`src/rtl/mips_ops_pkg.sv`:
```
// Shared operation encodings, FSM states and iteration count for the HI/LO unit.
package mips_ops_pkg;

    localparam int HILO_ITER = 32;

    localparam logic [4:0] OP_DIV   = 5'b01111;
    localparam logic [4:0] OP_DIVU  = 5'b10000;
    localparam logic [4:0] OP_MULT  = 5'b10001;
    localparam logic [4:0] OP_MULTU = 5'b10010;
    localparam logic [4:0] OP_MFHI  = 5'b10011;
    localparam logic [4:0] OP_MFLO  = 5'b10100;
    localparam logic [4:0] OP_MTHI  = 5'b10101;
    localparam logic [4:0] OP_MTLO  = 5'b10111;

    typedef enum logic [1:0] {
        ST_IDLE = 2'd0,
        ST_MUL  = 2'd1,
        ST_DIV  = 2'd2,
        ST_FIX  = 2'd3
    } hilo_state_e;

    // True for any operation code the HI/LO unit owns.
    function automatic logic is_hilo_op(input logic [4:0] op);
        logic hit;
        hit = 1'b0;
        case (op)
            OP_DIV, OP_DIVU, OP_MULT, OP_MULTU,
            OP_MFHI, OP_MFLO, OP_MTHI, OP_MTLO: hit = 1'b1;
            default: hit = 1'b0;
        endcase
        return hit;
    endfunction

endpackage

```
`src/rtl/hilo_iter_core.sv`:
```
// Shift-add multiply / restoring divide datapath on unsigned magnitudes.
// Multiply: {acc_hi,acc_lo} starts as {0, multiplier}; ends as the 64-bit product.
// Divide:   acc_hi is the partial remainder, acc_lo shifts the dividend out
//           and the quotient bits in; ends as {remainder, quotient}.
module hilo_iter_core (
    input  logic        clk,
    input  logic        rst,
    input  logic        load,
    input  logic        div_mode_in,
    input  logic        step,
    input  logic [31:0] a_in,
    input  logic [31:0] b_in,
    output logic [31:0] hi_out,
    output logic [31:0] lo_out
);

    logic [31:0] acc_hi;
    logic [31:0] acc_lo;
    logic [31:0] opnd;
    logic        div_mode;
    logic [32:0] mul_sum;
    logic [32:0] div_shift;
    logic [32:0] div_diff;

    // Single-step add (multiply) and trial subtract (divide).
    always_comb begin
        mul_sum   = {1'b0, acc_hi} + (acc_lo[0] ? {1'b0, opnd} : 33'd0);
        div_shift = {acc_hi, acc_lo[31]};
        div_diff  = div_shift - {1'b0, opnd};
    end

    // Accumulator/remainder registers: load on accept, one step per busy cycle.
    always_ff @(posedge clk or posedge rst) begin
        if (rst) begin
            acc_hi   <= '0;
            acc_lo   <= '0;
            opnd     <= '0;
            div_mode <= 1'b0;
        end else if (load) begin
            acc_hi   <= '0;
            div_mode <= div_mode_in;
            if (div_mode_in) begin
                acc_lo <= a_in;
                opnd   <= b_in;
            end else begin
                acc_lo <= b_in;
                opnd   <= a_in;
            end
        end else if (step) begin
            if (div_mode) begin
                if (!div_diff[32]) begin
                    acc_hi <= div_diff[31:0];
                    acc_lo <= {acc_lo[30:0], 1'b1};
                end else begin
                    acc_hi <= div_shift[31:0];
                    acc_lo <= {acc_lo[30:0], 1'b0};
                end
            end else begin
                acc_hi <= mul_sum[32:1];
                acc_lo <= {mul_sum[0], acc_lo[31:1]};
            end
        end
    end

    assign hi_out = acc_hi;
    assign lo_out = acc_lo;

endmodule

```
`src/rtl/hilo_muldiv_unit.sv`:
```
// HI/LO register pair with iterative multiply/divide for the EX stage.
// Handshake: a HI/LO op (op_valid high, recognised code) is consumed at the
// rising edge where stall is low; while stall is high the op has no effect and
// the pipeline must hold it. Non-HI/LO codes never stall and are ignored.
module hilo_muldiv_unit
    import mips_ops_pkg::*;
#(
    parameter int ITER = HILO_ITER
) (
    input  logic        clk,
    input  logic        rst,
    input  logic        op_valid,
    input  logic [4:0]  operation,
    input  logic [31:0] rs_val,
    input  logic [31:0] rt_val,
    output logic [31:0] hilo_rdata,
    output logic        stall,
    output logic        busy,
    output logic        div_by_zero,
    output logic [1:0]  state_dbg
);

    localparam logic [1:0] S_IDLE = ST_IDLE;
    localparam logic [1:0] S_MUL  = ST_MUL;
    localparam logic [1:0] S_DIV  = ST_DIV;
    localparam logic [1:0] S_FIX  = ST_FIX;

    logic [1:0]  state;
    logic [4:0]  cnt;
    logic [31:0] hi_q, lo_q;
    logic        neg_q, neg_r, dz_q;
    logic [31:0] rs_hold;

    logic        hilo_op, accept, start_mul, start_div, signed_op;
    logic [31:0] a_mag, b_mag;
    logic [31:0] core_hi, core_lo;
    logic [63:0] product, product_fix;
    logic [31:0] fix_hi, fix_lo;

    // Decode, stall and operand magnitude preparation.
    always_comb begin
        hilo_op   = op_valid && is_hilo_op(operation);
        busy      = (state != S_IDLE);
        stall     = hilo_op && busy;
        accept    = op_valid && !busy;
        start_mul = accept && (operation == OP_MULT || operation == OP_MULTU);
        start_div = accept && (operation == OP_DIV  || operation == OP_DIVU);
        signed_op = (operation == OP_MULT) || (operation == OP_DIV);
        a_mag     = (signed_op && rs_val[31]) ? (~rs_val + 32'd1) : rs_val;
        b_mag     = (signed_op && rt_val[31]) ? (~rt_val + 32'd1) : rt_val;
        hilo_rdata = 32'd0;
        if (accept && operation == OP_MFHI) hilo_rdata = hi_q;
        if (accept && operation == OP_MFLO) hilo_rdata = lo_q;
    end

    hilo_iter_core u_core (
        .clk         (clk),
        .rst         (rst),
        .load        (start_mul || start_div),
        .div_mode_in (start_div),
        .step        (state == S_MUL || state == S_DIV),
        .a_in        (a_mag),
        .b_in        (b_mag),
        .hi_out      (core_hi),
        .lo_out      (core_lo)
    );

    // Sign fixup of the raw magnitude result; divide-by-zero overrides it.
    always_comb begin
        product     = {core_hi, core_lo};
        product_fix = neg_q ? (~product + 64'd1) : product;
        fix_hi      = product_fix[63:32];
        fix_lo      = product_fix[31:0];
        if (state == S_FIX && cnt == 5'd1) begin
            fix_lo = neg_q ? (~core_lo + 32'd1) : core_lo;
            fix_hi = neg_r ? (~core_hi + 32'd1) : core_hi;
            if (dz_q) begin
                fix_hi = rs_hold;
                fix_lo = 32'hFFFF_FFFF;
            end
        end
    end

    // FSM and iteration counter; cnt is reused in FIX to mark a divide result.
    always_ff @(posedge clk or posedge rst) begin
        if (rst) begin
            state <= S_IDLE;
            cnt   <= '0;
        end else begin
            case (state)
                S_IDLE: begin
                    cnt <= '0;
                    if (start_mul) state <= S_MUL;
                    if (start_div) state <= S_DIV;
                end
                S_MUL, S_DIV: begin
                    if (cnt == 5'(ITER - 1)) begin
                        state <= S_FIX;
                        cnt   <= (state == S_DIV) ? 5'd1 : 5'd0;
                    end else begin
                        cnt <= cnt + 5'd1;
                    end
                end
                default: begin
                    state <= S_IDLE;
                    cnt   <= '0;
                end
            endcase
        end
    end

    // Sign bookkeeping and divide-by-zero flag captured on accept.
    always_ff @(posedge clk or posedge rst) begin
        if (rst) begin
            neg_q       <= 1'b0;
            neg_r       <= 1'b0;
            dz_q        <= 1'b0;
            rs_hold     <= '0;
            div_by_zero <= 1'b0;
        end else if (start_mul || start_div) begin
            neg_q   <= signed_op && (rs_val[31] ^ rt_val[31]);
            neg_r   <= signed_op && rs_val[31];
            dz_q    <= start_div && (rt_val == 32'd0);
            rs_hold <= rs_val;
            if (start_div) div_by_zero <= (rt_val == 32'd0);
        end
    end

    // HI/LO registers: result at end of FIX, direct moves when idle.
    always_ff @(posedge clk or posedge rst) begin
        if (rst) begin
            hi_q <= '0;
            lo_q <= '0;
        end else if (state == S_FIX) begin
            hi_q <= fix_hi;
            lo_q <= fix_lo;
        end else if (accept && operation == OP_MTHI) begin
            hi_q <= rs_val;
        end else if (accept && operation == OP_MTLO) begin
            lo_q <= rs_val;
        end
    end

    assign state_dbg = state;

endmodule

```
`config.mk`:
```
export PLATFORM = sky130hd
export DESIGN_NAME = hilo_muldiv_unit
export DESIGN_NICKNAME = d
export VERILOG_FILES = /design/src/rtl/mips_ops_pkg.sv /design/src/rtl/hilo_iter_core.sv /design/src/rtl/hilo_muldiv_unit.sv
export SDC_FILE = /design/constraint.sdc
export NUM_CORES = 1
export LEC_CHECK = 0
export BUFFER_PORTS_ARGS = -buffer_cell sky130_fd_sc_hd__buf_2
export CORE_UTILIZATION = 51
export CTS_CLUSTER_DIAMETER = 120
export CTS_CLUSTER_SIZE = 12
export DETAILED_ROUTE_END_ITERATION = 12
export GPL_TIMING_DRIVEN = 0
export PLACE_DENSITY_LB_ADDON = 0.15
export SYNTH_ARGS = -nofsm -noshare
export SYNTH_HDL_FRONTEND = slang
export SYNTH_SLANG_ARGS = --single-unit
export TNS_END_PERCENT = 20
```
`constraint.sdc`:
```
create_clock -name clk -period 14.2 [get_ports clk]
set_input_delay 1.42 -clock clk [delete_from_list [all_inputs] [get_ports clk]]
set_output_delay 1.42 -clock clk [all_outputs]
set_load 0.01 [all_outputs]
```
# After elaboration in Yosys (flattened, before gate mapping)
# Memories as Yosys holds them, arrays and structs flattened.
# Index checks and enable logic that the tools add are counted.
[op_classes] bitwise=6 eq_ne=16 addsub=8 muxes=34 reduce_logical=30
[op_table] op="$mux 32" n=25
[op_table] op="$add 32x1->32 const B" n=4
[op_table] op="$not 32->32" n=4
[op_table] op="$add 64x1->64 const B" n=1
[op_table] op="$mux 64" n=1
[op_table] op="$not 64->64" n=1
[op_table] op="$eq 5x5->1 const B" n=8
[op_table] op="$add 32x33->33" n=1
[op_table] op="$sub 33x32->33" n=1
[op_table] op="$logic_not 32->1" n=1
[op_table] op="$logic_and 1x1->1" n=14
[op_table] op="$mux 5" n=2
[op_table] op="$reduce_bool 2->1" n=4
[op_table] op="$mux 2" n=3
[op_table] op="$reduce_and 2->1" n=3
[op_table] op="$add 5x1->5 const B" n=1
[op_table] op="$eq 5x1->1 const B" n=1
[op_table] op="$eq 5x4->1 const B" n=1
[op_table] op="$logic_or 1x1->1" n=5
[op_table] op="$eq 2x2->1 const B" n=2
[op_table] op="$ne 2x2->1 const B" n=2
[op_table] op="$pmux 2 s2" n=1
[op_table] op="$ne 3x3->1 const B" n=1
[op_table] op="$eq 2x1->1 const B" n=1
[op_table] op="5 further kinds" n=6
[totals] n_memories=1 elab_cells=108 inputBits=72 reg_bits=204 out_inout_bits=37 mem_bits_ro=32
[mem_list] memory="(name not given)" words=32 word_bits=1 rd=1 rd_clocked_by_memory_dff=0 wr=0 line_no="mips_ops_pkg.sv:26" text="case (op)"

# Longest topological paths before layout
[logic_depth] word_depth=7 depth_mapped=14 mapped_depth_nobuf=13

# Hierarchy
# A second synthesis with hierarchy kept.
[unflattened] cells_unflattened=2250 area_unflattened_um2=18176.2
[by_module_without_submodules] module="hilo_iter_core" instances=1 area_each_um2=9115.0 cells_per_inst=1151 seq_area_each_um2=2427.3
[by_module_without_submodules] module="hilo_muldiv_unit" instances=1 area_each_um2=9061.2 cells_per_inst=1099 seq_area_each_um2=2677.6

# Worst setup path before layout
# OpenSTA, ideal clock, no wires.
[synth_path] path_type="input to output" start="in operation[2]" end="out hilo_rdata[10]" slack_ns=10.029 cell_stages=4 path_buffers=1 t_required_ns=12.780 arrival_ns=2.751 path_cell_list="or3b_2 > nor3_1 > clkbuf_1 > a22o_1"
[synth_via] elab_chain_len=4 word_cells_on_any_way=6 cone_classes="eq/ne (2); mux (2); reduce/logical (2)"
[synth_lines] element="from (decl)" line_no="hilo_muldiv_unit.sv:13" text="input logic [4:0] operation,"
[synth_lines] element="$eq 5x5->1" line_no="hilo_muldiv_unit.sv:52" text="if (accept && operation == OP_MFHI) hilo_rdata = hi_q;"
[synth_lines] element="$logic_and 1x1->1" line_no="hilo_muldiv_unit.sv:52"
[synth_lines] element="$mux 32" line_no="hilo_muldiv_unit.sv:52"
[synth_lines] element="$mux 32 (*)" line_no="hilo_muldiv_unit.sv:53" text="if (accept && operation == OP_MFLO) hilo_rdata = lo_q;"
[synth_lines] element="to (decl)" line_no="hilo_muldiv_unit.sv:16" text="output logic [31:0] hilo_rdata,"
# Every way passes the cells marked *; elsewhere a longest branch is shown, timed or not.

# Worst setup path in the final report
[layout_path] start="reg u_core.acc_lo[31] (netlist: u_core.lo_out[31])" end="reg u_core.acc_hi[17] (netlist: u_core.hi_out[17])"
[layout_via] elab_chain_len=5
[layout_lines] element="from (decl)" line_no="hilo_iter_core.sv:18" text="logic [31:0] acc_lo;"
[layout_lines] element="from (signal assigned)" line_no="hilo_iter_core.sv:43" text="acc_lo <= a_in;"
[layout_lines] element="from (signal assigned)" line_no="hilo_iter_core.sv:46" text="acc_lo <= b_in;"
[layout_lines] element="from (signal assigned)" line_no="hilo_iter_core.sv:53" text="acc_lo <= {acc_lo[30:0], 1'b1};"
[layout_lines] element="$sub 33x32->33" line_no="hilo_iter_core.sv:29" text="div_diff = div_shift - {1'b0, opnd};"
[layout_lines] element="$mux 32" line_no="hilo_iter_core.sv:51" text="if (!div_diff[32]) begin"
[layout_lines] element="$mux 32" line_no="hilo_iter_core.sv:50" text="if (div_mode) begin"
[layout_lines] element="$mux 32" line_no="hilo_iter_core.sv:49" text="end else if (step) begin"
[layout_lines] element="$mux 32" line_no="hilo_iter_core.sv:39" text="end else if (load) begin"
[layout_lines] element="to (signal assigned)" line_no="hilo_iter_core.sv:52" text="acc_hi <= div_diff[31:0];"
[layout_lines] element="to (signal assigned)" line_no="hilo_iter_core.sv:55" text="acc_hi <= div_shift[31:0];"
[layout_lines] element="to (signal assigned)" line_no="hilo_iter_core.sv:59" text="acc_hi <= mul_sum[32:1];"
[layout_lines] element="to (decl)" line_no="hilo_iter_core.sv:17" text="logic [31:0] acc_hi;"
# Every way passes these cells. The select of a mux whose other input is x is not followed.
# A chain may end at the register's enable or synchronous reset.

==> summary.md <==
| Metric | Value |
|---|---|
| Status | completed |
| Comb pwr share | 65.9% |
| Vias in the first global route | 17400 |
| Max-Cap Viols | 0 |
| Crit Path Class | flip-flop to flip-flop |
| Crit-path cells | inv_1 > ha_1 > fa_1 > nor2b_1 > o2111a_1 > nor3_1 > o21ai_0 > a41oi_1 > nand2_1 > buf_2 > clkbuf_1 > o211ai_1 > a22o_1 |
| Hold path cells | 2 |
| Final GP Congestion | 1.06 |
| VDD IR max | 0.189 mV |
| Slowest CP cell | o21ai_0 |
| Clock group share of total power | 9.9% |
| Ys async rst share | 100% |
| Root Buffer | clkbuf_16 |
| Drt wl/cell | 28.7 um |
| Mapped Cells | 2180 |
| Sw Share | 54.3% |
| Worst EP arrival | 6.02 ns |
| Pleak | 8.00 nW |
| TNS Setup | 0 ns |
| Largest family of logic cells by synthesized area | compound AO/OA/AOI/OAI gates |
| Layout Skew | 0.0154 ns |
| Fin crit share | 39.7% |
| Final hold viol count | 0 |
| Reg area | 0.00510 sq mm |
| Cell area after technology mapping | 0.0173 sq mm |
| Starting density of the core | 51.8% |
| Post-synthesis compound-gate area fraction | 27.2% |
| Synth Area in Simple Gates | 17.9% |
| # Post-CTS Setup Buffers | 0 |
| DIE AREA | 0.0347 sq mm |
| Primary FF master, synth | dfrtp_1 |
| Slew headroom | 13.1% |
| Crit path max-delay family | compound AO/OA/AOI/OAI gates |
| Sequential-to-total area share from yosys stat | 29.5% |
| Fmax | 178 MHz |
| Final setup viols | 0 |
| Switching Power | 2.75 mW |
| GR Util All Layers | 44.9% |
| Mux contribution to synthesized area | 5.81% |
| EDFF count, synth | 0 |
| Final min period | 5.63 ns |
| Reg2Reg Setup Slack | 8.57 ns |
| Syn nets | 2328 |
| Area grow syn2layout | 9.53% |
| Total number of vias | 19000 |
| DRT iter0 DRCs | 2618 |
| Max-slew violation count | 0 |
| Final ANT Viol Nets | 0 |
| Pin count of the biggest net entering global routing | 113 |
| Cell area power density | 267 mW/mm^2 |
| Req. time, crit path | 14.59 ns |
| Die W | 186 um |
| Critical path's largest stage delay | 0.77 ns |
| First-pass GRT wire length | 113 mm |
| Clk sinks | 204 |
| Core area | 0.0334 sq mm |
| Die height | 186 um |
| DP Worst Slack | 8.94 ns |
| Cell count along the critical path | 13 |
| CTS Hold Bufs | 0 |
| Hpwl dp | 61.1 mm |
| Adder-cell share of the synthesized area | 5.58% |
| Drt total wl | 79.0 mm |
| Post-Synth XOR/XNOR Area | 8.55% |
| Clock latency on the worst-skew pair | 0.52 ns |
| Pre-antenna DRT Iters | 6 |
| Clock Tree Buf Depth | 3 |
| Crit end category | flip-flop |
| Final setup margin | 8.57 ns |
| Syn Area/Cell | 7.94 sq um |
| Unrepaired setup endpoints after global routing | no |
| Startpoint types | flip-flop |
| Share of layout cells above drive strength 1 | 7.69% |
| Register bit total from synthesis | 204 |
| H-tree depth | 1 |
| Crit-path max FO | 10 |
| Fillers | 3186 |
| Post-CTS Resized | 0 |
| Int Power | 2.32 mW |
| Num ports | 109 |
| Clk pin slew, worst setup/hold paths | 0.06 ns |
| CP bufs+invs | 3 |
| Cell row count | 67 |
| Initial antenna violation count | 1 |
| TritonCTS clock tree | yes |
| Netlist cell types | 85 |
| Buffers on Ports | 100 |
| Worst slew pin tran | 1.30 ns |
| TritonCTS Buffers | 20 |
| DRC | 0 |
| Global route overflow | 0 |
| Multi-input gate area | 0.0113 sq mm |
| Vias per cell | 6.89 |
| Worst reg-to-reg path cell count | 13 |
| Sequential share of power | 24.2% |
| Layout net count | 2452 |
| Hold Crit Class | flip-flop to flip-flop |
| Synth warn | 0 |
-- final timing paths --
| check | startpoint | endpoint |
|---|---|---|
| max | u_core.lo_out[31] | u_core.hi_out[17] |
| min | rs_hold[10] | rs_hold[10] |
| max reg2reg | u_core.lo_out[31] | u_core.hi_out[17] |
| min reg2reg | rs_hold[10] | rs_hold[10] |
| max in group asynchronous | rst | state_dbg[0] |
| min in group asynchronous | rst | lo_q[9] |
-- metal layers --
| metal | up-vias | share of wire [%] | global-route usage (%) |
|---|---|---|---|
| met1 | 9145 | 40 | 62.5 |
| li1 | 8176 | - | - |
| met2 | 1378 | 41 | 63.8 |
| met4 | 4 | 5.9 | 23.7 |
| met3 | 260 | 13 | 11.1 |
| met5 | - | 0.15 | 2.00 |
-- power groups by stage --
stage	registers, mW	logic (mW)	clock network [mW]
floorplan	1.05	2.27	0
global placement	1.20	3.14	0
detailed placement	1.20	3.19	0
CTS	1.20	3.21	0.493
global route	1.23	3.59	0.513
finish	1.22	3.34	0.500
-- layout make-up --
| type | count | area share [%] |
|---|---|---|
| Multi-Input combinational cell | 1732 | 59.5 |
| Tap cell | 448 | 2.96 |
| Antenna cell | 1 | 0.0132 |
| Inverter | 81 | 1.64 |
| Clock buffer | 21 | 2.77 |
| Sequential cell | 204 | 26.9 |
| Buffer | 163 | 3.34 |
| Timing Repair Buffer | 102 | 2.84 |
-- tightest hold or removal path: stages (launching register included) --
cell     delay, ns
dfrtp_1       0.34
nand2_1       0.05
nand2_1       0.05
-- metrics by stage --
step / hold WS, ns / std cells / power (mW) / utilization, % / instance area, sq um
finish: 0.473 / 2752 / 5.06 / 56.7 / 19000
global route: 0.491 / 2751 / 5.33 / 56.7 / 19000
CTS: 0.473 / 2751 / 4.90 / 56.7 / 19000
detailed placement: 0.458 / 2730 / 4.40 / 55.1 / 18400
global placement: 0.456 / 2728 / 4.34 / 54.9 / 18400
floorplan: 0.440 / 2180 / 3.32 / - / 17300
-- Yosys cell counts (15+ instances only) --
master	instances	share of area (%)
o31ai_1	30	1.3
ha_1	74	5.3
o211ai_1	16	0.69
a21o_1	38	1.6
a211oi_1	24	1.0
mux2_2	20	1.3
nand4_1	18	0.65
or3_1	22	0.79
xor2_1	94	4.8
nor2_1	154	3.3
a22o_1	34	1.7
a221oi_1	26	1.3
xnor2_1	75	3.8
o21ai_0	157	4.5
inv_1	79	1.7
o21a_1	15	0.65
a21oi_1	159	4.6
nor2b_1	17	0.61
nand3_1	25	0.72
dfrtp_1	204	29
o221ai_1	31	1.6
a31oi_1	22	0.79
a22oi_1	51	2.2
clkbuf_1	143	3.1
mux2i_1	78	4.5
o22ai_1	20	0.72
nand2_1	308	6.7
nor3_1	51	1.5
-- registers in the layout, indices dropped and copies added (netlist names) --
name,cells
hi_q,32
lo_q,32
cnt,5
neg_q,1
u_core.div_mode,1
div_by_zero,1
neg_r,1
u_core.hi_out,32
state_dbg,2
dz_q,1
rs_hold,32
u_core.lo_out,32
u_core.opnd,32
-- cells in the final DEF, fill, tap and decap left out, types with 17 or more instances in the layout --
| master | Yosys | layout |
|---|---|---|
| a211oi_1 | 24 | 24 |
| a21o_1 | 38 | 38 |
| a21oi_1 | 159 | 159 |
| a221oi_1 | 26 | 26 |
| a22o_1 | 34 | 34 |
| a22oi_1 | 51 | 51 |
| a31oi_1 | 22 | 22 |
| buf_2 | 5 | 105 |
| clkbuf_1 | 143 | 143 |
| clkbuf_16 | 0 | 21 |
| dfrtp_1 | 204 | 204 |
| ha_1 | 74 | 74 |
| inv_1 | 79 | 78 |
| mux2_2 | 20 | 20 |
| mux2i_1 | 78 | 78 |
| nand2_1 | 308 | 308 |
| nand3_1 | 25 | 25 |
| nand4_1 | 18 | 18 |
| nor2_1 | 154 | 154 |
| nor2b_1 | 17 | 17 |
| nor3_1 | 51 | 48 |
| o21ai_0 | 157 | 157 |
| o221ai_1 | 31 | 31 |
| o22ai_1 | 20 | 20 |
| o31ai_1 | 30 | 30 |
| or3_1 | 22 | 22 |
| xnor2_1 | 75 | 75 |
| xor2_1 | 94 | 94 |
-- logic make-up (layout without fill, tap and decap cells) --
family                     after synthesis  after routing
buffers and inverters                  244            367
muxes                                   98             98
DFF                                    204            204
other                                    0              1
AOI/OAI and AO/OA                      709            709
xor gates and xnor gates               169            169
and+or+nand+nor                        680            680
adders and majority gates               76             76
Power figures use the tool's default switching activity.
